--- src/rtl/deserializer_8b_32b.sv ---
// rtl/deserializer_8b_32b.sv - byte-to-word deserializer with idle-byte sync FSM
module deserializer_8b_32b #(
  parameter logic [7:0] IDLE_BYTE  = 8'hBC,
  parameter int         SYNC_COUNT = 4,
  parameter int         LOSS_COUNT = 2
) (
  input  logic        clk_4f,
  input  logic        reset,
  input  logic [7:0]  data_in,
  input  logic        valid_in,
  output logic [31:0] data_out,
  output logic        valid_out,
  output logic        active,
  output logic        err_partial
);

  // Counter widths sized so each counter can hold its own threshold.
  localparam int IW = $clog2(SYNC_COUNT + 1);
  localparam int BW = $clog2(LOSS_COUNT + 1);

  localparam logic [IW-1:0] IDLE_LAST = IW'(SYNC_COUNT - 1);
  localparam logic [IW-1:0] IDLE_MAX  = IW'(SYNC_COUNT);
  localparam logic [BW-1:0] BAD_LAST  = BW'(LOSS_COUNT - 1);

  localparam logic [0:0] ST_SEARCH = 1'b0;
  localparam logic [0:0] ST_SYNC   = 1'b1;

  logic [0:0]    state_q,       state_d;
  logic [IW-1:0] idle_cnt_q,    idle_cnt_d;
  logic [BW-1:0] bad_cnt_q,     bad_cnt_d;
  logic [1:0]    byte_cnt_q,    byte_cnt_d;
  logic [31:0]   word_buf_q,    word_buf_d;
  logic [31:0]   data_out_q,    data_out_d;
  logic          valid_out_q,   valid_out_d;
  logic          err_partial_q, err_partial_d;

  logic          is_idle;
  logic          is_bad;

  // Classify the incoming byte: idle fill, payload, or corrupted non-idle.
  always_comb begin
    is_idle = 1'b0;
    is_bad  = 1'b0;
    if (!valid_in) begin
      is_idle = (data_in == IDLE_BYTE);
      is_bad  = (data_in != IDLE_BYTE);
    end
  end

  // Next-state logic: sync search, word assembly, truncation and loss detection.
  always_comb begin
    state_d       = state_q;
    idle_cnt_d    = idle_cnt_q;
    bad_cnt_d     = bad_cnt_q;
    byte_cnt_d    = byte_cnt_q;
    word_buf_d    = word_buf_q;
    data_out_d    = data_out_q;
    valid_out_d   = 1'b0;
    err_partial_d = 1'b0;

    if (state_q == ST_SEARCH) begin
      // Payload bytes are ignored here; only a run of idles re-aligns the link.
      if (is_idle) begin
        if (idle_cnt_q >= IDLE_LAST) begin
          state_d    = ST_SYNC;
          idle_cnt_d = IDLE_MAX;
          byte_cnt_d = 2'd0;
          bad_cnt_d  = '0;
        end else begin
          idle_cnt_d = idle_cnt_q + IW'(1);
        end
      end else begin
        idle_cnt_d = '0;
      end
    end else begin
      if (valid_in) begin
        // MSB byte first: byte 0 lands in [31:24].
        case (byte_cnt_q)
          2'd0:    word_buf_d[31:24] = data_in;
          2'd1:    word_buf_d[23:16] = data_in;
          2'd2:    word_buf_d[15:8]  = data_in;
          default: word_buf_d[7:0]   = data_in;
        endcase
        if (byte_cnt_q == 2'd3) begin
          // Bypass the buffer for the last byte so the word leaves on this edge.
          data_out_d  = {word_buf_q[31:8], data_in};
          valid_out_d = 1'b1;
        end
        byte_cnt_d = byte_cnt_q + 2'd1;
        bad_cnt_d  = '0;
      end else begin
        // Any gap inside a word truncates it; data_out keeps the last good word.
        if (byte_cnt_q != 2'd0) begin
          byte_cnt_d    = 2'd0;
          err_partial_d = 1'b1;
        end
        if (is_idle) begin
          bad_cnt_d = '0;
        end else if (is_bad) begin
          if (bad_cnt_q >= BAD_LAST) begin
            state_d    = ST_SEARCH;
            idle_cnt_d = '0;
            bad_cnt_d  = '0;
          end else begin
            bad_cnt_d = bad_cnt_q + BW'(1);
          end
        end
      end
    end
  end

  // State and output registers; reset wins over every other event on the edge.
  always_ff @(posedge clk_4f) begin
    if (reset) begin
      state_q       <= ST_SEARCH;
      idle_cnt_q    <= '0;
      bad_cnt_q     <= '0;
      byte_cnt_q    <= 2'd0;
      word_buf_q    <= 32'd0;
      data_out_q    <= 32'd0;
      valid_out_q   <= 1'b0;
      err_partial_q <= 1'b0;
    end else begin
      state_q       <= state_d;
      idle_cnt_q    <= idle_cnt_d;
      bad_cnt_q     <= bad_cnt_d;
      byte_cnt_q    <= byte_cnt_d;
      word_buf_q    <= word_buf_d;
      data_out_q    <= data_out_d;
      valid_out_q   <= valid_out_d;
      err_partial_q <= err_partial_d;
    end
  end

  assign data_out    = data_out_q;
  assign valid_out   = valid_out_q;
  assign active      = (state_q == ST_SYNC);
  assign err_partial = err_partial_q;

endmodule

--- config.mk ---
export PLATFORM = sky130hd
export DESIGN_NAME = deserializer_8b_32b
export DESIGN_NICKNAME = d
export VERILOG_FILES = /design/src/rtl/deserializer_8b_32b.sv
export SDC_FILE = /design/constraint.sdc
export NUM_CORES = 1
export LEC_CHECK = 0
export BUFFER_PORTS_ARGS = -buffer_cell sky130_fd_sc_hd__buf_2
export CAP_MARGIN = 20
export CORE_MARGIN = 2
export CORE_UTILIZATION = 40
export CTS_BUF_LIST = sky130_fd_sc_hd__clkbuf_4 sky130_fd_sc_hd__clkbuf_8
export CTS_CLUSTER_SIZE = 20
export DETAILED_ROUTE_END_ITERATION = 16
export SLEW_MARGIN = 10
export SYNTH_ARGS = -nofsm -noshare
export SYNTH_HDL_FRONTEND = slang
export SYNTH_SLANG_ARGS = --single-unit
--- constraint.sdc ---
create_clock -name clk_4f -period 2.5 [get_ports clk_4f]
set_clock_uncertainty 0.2 [all_clocks]
set_input_delay 0.5 -clock clk_4f [delete_from_list [all_inputs] [get_ports clk_4f]]
set_output_delay 0.5 -clock clk_4f [all_outputs]
set_load 0.02 [all_outputs]
# Word-level counts from Yosys, hierarchy flattened
# Index checks and enable logic that the tools add are counted.
# word_totals
elab_cells,69
ff_bits,66
in_bits,11
out_inout_bits,35
# classes
mux,28
addsub,3
bitwise,2
order_cmp,2
n_reduce_logical,14
n_eq_ne,10
# op_table
op,n
3-bit two-way mux,7
2-bit two-way mux,10
3-bit AND reduction,6
1-bit two-way mux,11
8-bit == test (second input constant),1
8-bit inequality test (second input constant),1
2-bit nonzero test,3
3-bit OR reduction,2
2-bit by 1-bit adder with 2-bit output (second input constant),2
2-bit == test (second input constant),2
2-bit by 1-bit inequality test with 1-bit output (second input constant),2
2-bit inequality test (second input constant),2
4-bit AND reduction,1
3-bit by 1-bit adder with 3-bit output (second input constant),1
3-bit by 2-bit >= comparator with 1-bit output (second input constant),1
3-bit by 2-bit inequality test with 1-bit output (second input constant),1
3-bit nonzero test,1
2-bit by 1-bit == test with 1-bit output (second input constant),1
2-bit by 1-bit >= comparator with 1-bit output (second input constant),1
2-bit logical NOT,1
1-bit NOT,2

# Longest topological paths before layout
# Gate-level depths: netlist of the first run.
# logic_depth
depth_word,6
depth_mapped,6
depth_no_buf,6

# Worst setup path after synthesis of the first run
# OpenSTA, ideal clock, no wires.
# synth_timing
kind,input -> register
from,input port data_in[6]
to,register byte_cnt_q[1]
stages,4
setup_time_ps,117
setup_slack_ps,618
n_path_buf,0
required_time_ps,2183
arrival_ps,1564
cell_sequence,or4b_4 -> nor4_4 -> o31ai_2 -> a32o_1
# synth_via
elab_chain_len,4
# synth_rtl
item,line_no,source
"start, declared",9,"input logic [7:0] data_in,"
8-bit == test,45,is_idle = (data_in == IDLE_BYTE);
1-bit two-way mux,44,if (!valid_in) begin
2-bit nonzero test (no line),-,
3-bit AND reduction (no line),-,
"end signal, assigned",127,byte_cnt_q <= byte_cnt_d;
"end, declared",31,"logic [1:0] byte_cnt_q, byte_cnt_d;"
# Every way passes these cells.
# A chain may end at the register's enable or synchronous reset.

# Final worst setup path of the first run
# layout_timing
from,register idle_cnt_q[0]
to,register bad_cnt_q[1]
# layout_via
elab_chain_len,3
# layout_rtl
item,line_no,source
"start, declared",29,"logic [IW-1:0] idle_cnt_q, idle_cnt_d;"
"start signal, assigned",125,idle_cnt_q <= idle_cnt_d;
3-bit by 2-bit >= comparator with 1-bit output,64,if (idle_cnt_q >= IDLE_LAST) begin
2-bit nonzero test (no line),-,
3-bit AND reduction (no line),-,
"end signal, assigned",126,bad_cnt_q <= bad_cnt_d;
"end, declared",30,"logic [BW-1:0] bad_cnt_q, bad_cnt_d;"
# Every way passes these cells.

==> results.json, run 1 <==
{
  "status": "completed",
  "cp_max_fo": 5,
  "synth_top_area_share_pct": 52.9,
  "cts_setup_buffers": 0,
  "setup_viol": 0,
  "use_met2_pct": 25.6,
  "cts_tree": "done",
  "initial_core_util_pct": 41.7,
  "crit_arrival_ps": 1910,
  "cellPowerDensity_mw_per_mm2": 670,
  "cp-start-kind": "flip-flop",
  "die_area_mm2": 0.00690,
  "die_w_um": 83.1,
  "p_leak_nw": 1.38,
  "dr.first_iter.drc_count": 96,
  "finalMaxSlewViolations": 0,
  "syn_avg_cell_area_um2": 9.16,
  "busiest_layer": "met2",
  "cts_buffers": 9,
  "crit_path_cell_trace": "ha_1 > ha_1 > a211oi_2 > nor4_4 > nor3_1 > a22o_1",
  "synth_cells": 273,
  "clockRootBuffer": "clkbuf_8",
  "rsz0062_at_grt": "no",
  "path_class": "reg2reg",
  "r2r-end": "bad_cnt_q[1]$_SDFFE_PP0P_",
  "fin_nets": 335,
  "crit_family": "compound AO/OA/AOI/OAI gates",
  "setup.worst_path.end_class": "flip-flop",
  "yosys_register_bits": 66,
  "finalSetupTns_ps": 0,
  "antenna_cells": 0,
  "postRouteAntennaNets": 0,
  "hp-class": "reg2reg",
  "max_freq_mhz": 547,
  "drt_wl_total_um": 5400,
  "routed-via-count": 1962,
  "crit_path_top_delay_cell": "a211oi_2",
  "finalNonFillerCells": 395,
  "clock-sinks": 66,
  "grt_max_degree": 34,
  "reg2reg_depth": 6,
  "holdPathStages": 2,
  "r2r_slack_ps": 670,
  "drive_gt1_share_pct": 21.6,
  "synth_nets": 291,
  "slowest_delay_ps": 380,
  "io_pins": 46,
  "wl_per_cell_um": 13.7,
  "firstDrtPassIters": 4,
  "rows": 28,
  "finish.utilization_pct": 49.3,
  "synthTopCellsByArea": "dfxtp_1, nand2_1, mux2i_1",
  "core_mm2": 0.00599,
  "grt_overflow": 0,
  "worstHoldEndpoint": "data_out[14]$_SDFFE_PP0P_",
  "clockBufferDepth": 2,
  "synthArstFlopShare_pct": 0,
  "die_h_um": 83.1,
  "synth_flop_cell": "dfxtp_1",
  "met1_usage_pct": 22.0,
  "fin_crit_sh_pct": 73.2,
  "synth_warnings": 0,
  "yosysUniqueCellTypes": 29,
  "synth_edf_count": 0,
  "place_hpwl_um": 3590,
  "yosysSeqAreaShare_pct": 52.9,
  "hold_start": "data_out[14]$_SDFFE_PP0P_",
  "use_met3_pct": 6.46,
  "tightest_slew_ps": 594,
  "drcViolationCount": 0,
  "place.gp.congestion": 0.795,
  "vias_per_cell": 4.97,
  "r2r-start": "idle_cnt_q[0]$_SDFFE_PP0P_",
  "clk_latency_ps": 330,
  "antenna_found_initial": 0,
  "vdd_drop_max_uv": 402,
  "grt_pass1_wl_um": 9340,
  "synth_area_leader_cell": "dfxtp_1",
  "final.min_clock_period_ps": 1830,
  "crit_required_ps": 2580,
  "track_usage_pct": 16.9,
  "cp_num_buf_inv": 0,
  "cp_common_cell": "ha_1",
  "syn2layout_area_growth_pct": 18.2,
  "max_slew_margin_pct": 60.3,
  "dp.cells": 381,
  "whs_ps": 250,
  "io_buffers": 45,
  "h-tree-depth": 3,
  "drv_cap": 0,
  "grt_pass1_vias": 1907,
  "cts_resized": 0,
  "postCtsHoldBufs": 0,
  "syn_area_mm2": 0.00250,
  "n_fill_cell": 571,
  "path_clk_slew_ps": 70,
  "report.final.hold_viol_count": 0
}
-- cell families (layout without fill, tap and decap cells) --
group | count (synthesis) | count (layout) | synth area share [%]
AO/OA/AOI/OAI | 43 | 43 | 10.4
adder cells (fa/ha/maj) | 7 | 7 | 3.50
buffers and inverters | 21 | 68 | 4.15
flip-flops | 66 | 66 | 52.9
multiplexers | 25 | 25 | 10.0
AND/OR/NAND/NOR | 111 | 111 | 19.1
-- cells in the mapped netlist (2+ instances only) --
cell type  instances
nor2_1            27
a22o_1             2
nand2_1           67
a21o_1             2
ha_1               7
buf_6              2
a21oi_1           32
and3_1             2
mux2i_1           25
nor3_1             2
nand3_1            5
a32o_1             2
inv_1              5
dfxtp_1           66
clkbuf_1          13
-- through the flow --
step                      power (mW)  setup WS [ps]  area [µm²]
final                           1.98            670        2960
after detailed placement        1.12            404        2760
after floorplan                 1.10            618        2500
after global routing            2.06            556        2960
after global placement          1.12            421        2760
after CTS                       2.00            653        2960
-- how the worst max path moves through the flow --
stage                          startpoint  slack (ps)                     endpoint  cells past startpoint
3_5_place_dp                   data_in[6]         400   byte_cnt_q[1]$_SDFFE_PP0P_                      5
6_report       idle_cnt_q[0]$_SDFFE_PP0P_         670    bad_cnt_q[1]$_SDFFE_PP0P_                      6
3_3_place_gp                   data_in[6]         420   byte_cnt_q[1]$_SDFFE_PP0P_                      5
2_1_floorplan                  data_in[6]         620   byte_cnt_q[1]$_SDFFE_PP0P_                      4
4_1_cts        idle_cnt_q[0]$_SDFFE_PP0P_         650    bad_cnt_q[1]$_SDFFE_PP0P_                      6
5_1_grt        byte_cnt_q[0]$_SDFFE_PP0P_         560  word_buf_q[27]$_SDFFE_PP0P_                      5
-- cell type report --
cell class / count / area, µm² / area share (%)
Multi-Input combinational cell: 186 / 1070 / 36.4
Timing Repair Buffer: 49 / 255 / 8.64
Inverter: 5 / 18.8 / 0.635
Clock buffer: 11 / 151 / 5.12
Tap cell: 75 / 93.8 / 3.18
Sequential cell: 66 / 1320 / 44.7
Clock inverter: 3 / 40.0 / 1.35
-- state kept, by name (all words and copies together), names as in the netlist --
signal	flops
idle_cnt_q	3
bad_cnt_q	2
data_out	32
active	1
byte_cnt_q	2
word_buf_q	24
valid_out	1
err_partial	1
-- report_power, final --
part | internal, mW | leakage [nW] | switching, mW
registers | 1.05 | 0.531 | 0.0000188
clock network | 0.500 | 0.101 | 0.381
logic | 0.0121 | 0.747 | 0.0341
total | 1.56 | 1.38 | 0.415
-- cell usage in the layout, fill, tap and decap left out, drive strengths merged --
master | synthesis | final
nand2 | 67 | 67
dfxtp | 66 | 66
buf | 2 | 49
a21oi | 32 | 32
nor2 | 28 | 28
mux2i | 25 | 25
clkbuf | 14 | 11
ha | 7 | 7
inv | 5 | 5
nand3 | 5 | 5
and3 | 2 | 2
nor3 | 2 | 2
a22o | 2 | 2
a32o | 2 | 2
a21o | 2 | 2
clkinv | 0 | 2
o31ai | 2 | 2
a211oi | 1 | 1
nand4 | 1 | 1
or4b | 1 | 1
and2b | 1 | 1
o21ai | 1 | 1
o31a | 1 | 1
and2 | 1 | 1
nor3b | 1 | 1
nor4 | 1 | 1
nand3b | 1 | 1
bufinv | 0 | 1
-- metal layers --
layer,part of all wire [%],vias up,wire [µm]
li1,-,993,-
met1,49,922,2640
met2,45,41,2430
met3,5.4,6,294
met4,0.74,0,40
met5,0,-,0
-- worst min-delay path, stage by stage (launching register included) --
cell,delay [ps]
dfxtp_1,310
nand2_1,50
a21oi_1,50
No activity file was read; power rests on OpenSTA's default activity.
==> run 2: changes to the inputs <==
==> constraint.sdc (replaced) <==
create_clock -name clk_4f -period 1.9 [get_ports clk_4f]
set_clock_uncertainty 0.2 [all_clocks]
set_input_delay 0.38 -clock clk_4f [delete_from_list [all_inputs] [get_ports clk_4f]]
set_output_delay 0.38 -clock clk_4f [all_outputs]
set_load 0.02 [all_outputs]
==> results.json, run 2 (synthesized netlist as in run 1, its figures left out) <==
{
  "power_frac_comb_pct": 2.7,
  "die_area_mm2": 0.00690,
  "track_usage_pct": 16.8,
  "p_sw_mw": 0.546,
  "wl_per_cell_um": 13.2,
  "place_hpwl_um": 3860,
  "drt_wl_total_um": 5390,
  "clockBufferDepth": 2,
  "reg2reg_depth": 7,
  "cp_common_cell": "ha_1",
  "r2r_slack_ps": 180,
  "cts_buffers": 9,
  "path_class": "reg2reg",
  "die_h_um": 83.1,
  "r2r-start": "idle_cnt_q[0]$_SDFFE_PP0P_",
  "report.final.hold_viol_count": 0,
  "vdd_drop_max_uv": 734,
  "syn2layout_area_growth_pct": 23.0,
  "cts_resized": 0,
  "grt_pass1_wl_um": 9270,
  "seq_power_share_pct": 51.7,
  "io_buffers": 45,
  "largest_reg_flops": 32,
  "tightest_slew_ps": 526,
  "internal_power_mw": 2.13,
  "cp_max_fo": 5,
  "mostFrequentLayoutCells": "nand2_1, dfxtp_1, buf_2",
  "vias_per_cell": 4.92,
  "placed_area_mm2": 0.00287,
  "hp-class": "in2reg",
  "clockPowerShare_pct": 45.5,
  "finish.utilization_pct": 51.3,
  "crit_family": "compound AO/OA/AOI/OAI gates",
  "place.gp.congestion": 0.813,
  "finalSetupTns_ps": 0,
  "rsz0062_at_grt": "no",
  "grt_overflow": 0,
  "core_mm2": 0.00599,
  "worstHoldEndpoint": "data_out[7]$_SDFFE_PP0P_",
  "clockRootBuffer": "clkbuf_8",
  "antenna_found_initial": 0,
  "initial_core_util_pct": 41.7,
  "cp_num_buf_inv": 1,
  "cellPowerDensity_mw_per_mm2": 870,
  "r2r-end": "byte_cnt_q[1]$_SDFFE_PP0P_",
  "clock-sinks": 66,
  "postCtsHoldBufs": 0,
  "drcViolationCount": 0,
  "whs_ps": 153,
  "final.min_clock_period_ps": 1720,
  "crit_path_top_delay_cell": "dfxtp_1",
  "layout_commonest_cell": "nand2_1",
  "crit_required_ps": 1980,
  "h-tree-depth": 3,
  "clk_latency_ps": 330,
  "crit_arrival_ps": 1800,
  "final_area_mm2": 0.00307,
  "setup_viol": 0,
  "crit_path_cell_trace": "ha_1 > ha_1 > a211oi_2 > buf_4 > nor4_4 > o31ai_2 > a32o_1",
  "n_fill_cell": 583,
  "drv_cap": 0,
  "switching_share_pct": 20.4,
  "routed-via-count": 2007,
  "hold_start": "data_in[7]",
  "finalMaxSlewViolations": 0,
  "cp-start-kind": "flip-flop",
  "fin_crit_sh_pct": 90.5,
  "postRouteAntennaNets": 0,
  "cts_tree": "done",
  "firstDrtPassIters": 4,
  "fin_nets": 347,
  "dr.first_iter.drc_count": 93,
  "grt_pass1_vias": 1961,
  "grt_max_degree": 44,
  "path_clk_slew_ps": 70,
  "cts_setup_buffers": 0,
  "max_slew_margin_pct": 64.9,
  "drive_gt1_share_pct": 24.6,
  "holdPathStages": 3,
  "slowest_delay_ps": 340,
  "setup.worst_path.end_class": "flip-flop",
  "status": "completed",
  "max_freq_mhz": 581,
  "die_w_um": 83.1,
  "antenna_cells": 0,
  "io_pins": 46,
  "p_leak_nw": 1.45,
  "rows": 28
}
[run 2: changes by cell type in the layout (fill, tap and decap cells not counted), sizes merged]
cell / change
clkbuf: +2
clkinv: -1
buf: +12
[run 2: area by class of cell]
| type | count | area, µm² | area share (%) |
|---|---|---|---|
| Sequential cell | 66 | 1320 | 43.0 |
| Tap cell | 75 | 93.8 | 3.05 |
| Clock inverter | 2 | 35.0 | 1.14 |
| Timing Repair Buffer | 61 | 358 | 11.6 |
| Clock buffer | 13 | 173 | 5.62 |
| Multi-Input combinational cell | 186 | 1070 | 35.0 |
| Inverter | 5 | 18.8 | 0.611 |
[run 2: tightest hold or removal path: stages]
cell	delay, ps
buf_2	140
nand2_1	60
a21oi_1	60
[run 2: power by group through the flow]
| stage | Clock, mW | Sequential (mW) | Combinational, mW |
|---|---|---|---|
| 3_5_place_dp | 0 | 1.41 | 0.0742 |
| 3_3_place_gp | 0 | 1.41 | 0.0740 |
| 6_report | 1.22 | 1.38 | 0.0732 |
| 4_1_cts | 1.25 | 1.38 | 0.0741 |
| 2_1_floorplan | 0 | 1.41 | 0.0319 |
| 5_1_grt | 1.32 | 1.38 | 0.0790 |
[run 2: per-stage QoR]
step | std cells | setup slack, ps | total power, mW
after floorplan | 273 | 138 | 1.45
after global placement | 393 | -38.8 | 1.49
after detailed placement | 393 | -64.3 | 1.49
after CTS | 408 | 164 | 2.71
after global routing | 408 | 48.8 | 2.78
final | 408 | 180 | 2.67
[run 2: how the worst max path moves through the flow]
stage / to / slack, ps / cells past startpoint / from
3_3_place_gp: byte_cnt_q[1]$_SDFFE_PP0P_ / -40 / 5 / data_in[6]
6_report: byte_cnt_q[1]$_SDFFE_PP0P_ / 180 / 7 / idle_cnt_q[0]$_SDFFE_PP0P_
4_1_cts: byte_cnt_q[1]$_SDFFE_PP0P_ / 160 / 7 / idle_cnt_q[0]$_SDFFE_PP0P_
2_1_floorplan: byte_cnt_q[1]$_SDFFE_PP0P_ / 140 / 4 / data_in[6]
3_5_place_dp: byte_cnt_q[1]$_SDFFE_PP0P_ / -60 / 5 / data_in[6]
5_1_grt: bad_cnt_q[1]$_SDFFE_PP0P_ / 50 / 7 / idle_cnt_q[0]$_SDFFE_PP0P_
[run 2: metal layers]
| metal | track usage [%] | wire length [µm] | vias to the layer above |
|---|---|---|---|
| met4 | 8.64 | 146 | 0 |
| met2 | 25.6 | 2400 | 50 |
| met1 | 21.8 | 2550 | 925 |
| li1 | - | - | 1020 |
| met5 | 0 | 0 | - |
| met3 | 4.77 | 295 | 12 |
==> run 3: changes to the inputs <==
--- a/config.mk
+++ b/config.mk
@@ -12,6 +12,7 @@
 export CTS_BUF_LIST = sky130_fd_sc_hd__clkbuf_4 sky130_fd_sc_hd__clkbuf_8
 export CTS_CLUSTER_SIZE = 20
 export DETAILED_ROUTE_END_ITERATION = 16
+export SKIP_LAST_GASP = 1
 export SLEW_MARGIN = 10
 export SYNTH_ARGS = -nofsm -noshare
 export SYNTH_HDL_FRONTEND = slang
==> constraint.sdc (replaced) <==
create_clock -name clk_4f -period 1.5 [get_ports clk_4f]
set_clock_uncertainty 0.2 [all_clocks]
set_input_delay 0.3 -clock clk_4f [delete_from_list [all_inputs] [get_ports clk_4f]]
set_output_delay 0.3 -clock clk_4f [all_outputs]
set_load 0.02 [all_outputs]
==> results.json, run 3 (synthesized netlist as in run 1, its figures left out) <==
{
  "cp_common_cell": "ha_4",
  "core_mm2": 0.00599,
  "max_freq_mhz": 598,
  "cellPowerDensity_mw_per_mm2": 1110,
  "vdd_drop_max_uv": 645,
  "crit_path_top_delay_cell": "dfxtp_2",
  "switching_share_pct": 20.3,
  "cp_max_fo": 3,
  "vias_per_cell": 4.83,
  "io_buffers": 45,
  "n_fill_cell": 558,
  "io_pins": 46,
  "max_slew_margin_pct": 77.7,
  "clk_latency_ps": 340,
  "postRouteAntennaNets": 0,
  "clockPowerShare_pct": 49.8,
  "crit_required_ps": 1570,
  "cp-start-kind": "flip-flop",
  "initial_core_util_pct": 41.7,
  "setup_ws_ps": -172,
  "layout.area.seq_mm2": 0.00133,
  "track_usage_pct": 16.1,
  "setup_viol": 15,
  "rsz0062_at_grt": "yes",
  "place_hpwl_um": 3810,
  "finalSetupTns_ps": -999,
  "firstDrtPassIters": 4,
  "clockRootBuffer": "clkbuf_8",
  "grt_pass1_vias": 1822,
  "path_class": "reg2reg",
  "die_area_mm2": 0.00690,
  "multiInputGateArea_mm2": 0.00113,
  "seq_power_share_pct": 47.4,
  "internal_power_mw": 2.94,
  "slowest_delay_ps": 350,
  "place.gp.congestion": 0.808,
  "crit_arrival_ps": 1750,
  "h-tree-depth": 3,
  "finalMaxSlewViolations": 0,
  "drive_gt1_share_pct": 30.8,
  "wl_per_cell_um": 13.0,
  "largest_reg_flops": 32,
  "drt_wl_total_um": 5490,
  "rows": 28,
  "syn2layout_area_growth_pct": 32.7,
  "p_leak_nw": 1.56,
  "layout_commonest_cell": "nand2_1",
  "die_h_um": 83.1,
  "hp-class": "in2reg",
  "die_w_um": 83.1,
  "mostFrequentLayoutCells": "nand2_1, dfxtp_1, buf_2",
  "grt_max_degree": 27,
  "routed-via-count": 2040,
  "antenna_cells": 0,
  "violations": "setup timing",
  "setup.worst_path.end_class": "flip-flop",
  "cts_tree": "done",
  "drcViolationCount": 0,
  "crit_path_cell_trace": "ha_4 > ha_4 > a211oi_4 > buf_4 > buf_6 > nand3_2 > mux2i_1",
  "cts_buffers": 9,
  "clock-sinks": 66,
  "final.min_clock_period_ps": 1670,
  "p_sw_mw": 0.749,
  "fin_nets": 360,
  "dr.first_iter.drc_count": 52,
  "fin_crit_sh_pct": 111,
  "power_frac_comb_pct": 2.8,
  "path_clk_slew_ps": 80,
  "antenna_found_initial": 0,
  "tightest_slew_ps": 331,
  "status": "finished with violations",
  "grt_overflow": 0,
  "grt_pass1_wl_um": 8890,
  "whs_ps": 147,
  "r2r_slack_ps": -170,
  "clockBufferDepth": 2,
  "report.final.hold_viol_count": 0,
  "drv_cap": 0
}
run 3: what timing repair did:
| action | in CTS | in global routing |
|---|---|---|
| gates resized for setup | 9 | 7 |
| setup buffers | 0 | 2 |
| hold buffers | 1 | 0 |
| endpoints found under the hold margin | 1 | 0 |
| pin swaps | 5 | 2 |
| setup endpoints to repair | 18 | 34 |
run 3: final timing paths:
path                                 to  cells past startpoint                  startpoint
min              err_partial$_SDFF_PP0_                      4                       reset
max          idle_cnt_q[0]$_SDFFE_PP0P_                      7  idle_cnt_q[1]$_SDFFE_PP0P_
max reg2reg  idle_cnt_q[0]$_SDFFE_PP0P_                      7  idle_cnt_q[1]$_SDFFE_PP0P_
min reg2reg   data_out[23]$_SDFFE_PP0P_                      2   data_out[23]$_SDFFE_PP0P_
run 3: power by group through the flow:
stage / Clock (mW) / Sequential (mW) / Combinational [mW]
after floorplan: 0 / 1.79 / 0.0407
after global placement: 0 / 1.79 / 0.0989
after detailed placement: 0 / 1.79 / 0.0988
after CTS: 1.87 / 1.75 / 0.102
after global routing: 1.97 / 1.75 / 0.110
final: 1.84 / 1.75 / 0.103
run 3: routing by layer:
metal / vias to the layer above / GRT usage [%] / routed length [µm]
met5: - / 0 / 0
met4: 0 / 5.37 / 46
met3: 6 / 4.47 / 299
met2: 63 / 23.5 / 2420
met1: 924 / 23.0 / 2730
li1: 1047 / - / -
run 3: final cells by class:
type | count | share of cell area [%]
clock inverters | 6 | 3.39
clock buffers | 10 | 4.15
well taps | 75 | 2.83
repair buffers | 74 | 15.0
flip-flops and latches | 66 | 40.1
multi-input cells | 186 | 34.0
inverters | 5 | 0.566
run 3: critical path, delay by kind of cell, from the launching register on:
family	cells	cell delay (ps)
AO/OA/AOI/OAI	1	270
flip-flops	1	350
buffers and inverters	2	260
multiplexers	1	140
AND/OR/NAND/NOR	1	70
adder cells (fa/ha/maj)	2	310
run 3: per-stage QoR:
| step | worst slack [ps] | cell area, µm² | std cells | power [mW] | util [%] |
|---|---|---|---|---|---|
| floorplan | -182 | 2520 | 273 | 1.83 | - |
| global placement | -345 | 2980 | 403 | 1.89 | 49.8 |
| detailed placement | -357 | 2980 | 403 | 1.89 | 49.8 |
| CTS | -122 | 3280 | 420 | 3.72 | 54.8 |
| global route | -238 | 3320 | 422 | 3.82 | 55.4 |
| finish | -172 | 3320 | 422 | 3.69 | 55.4 |
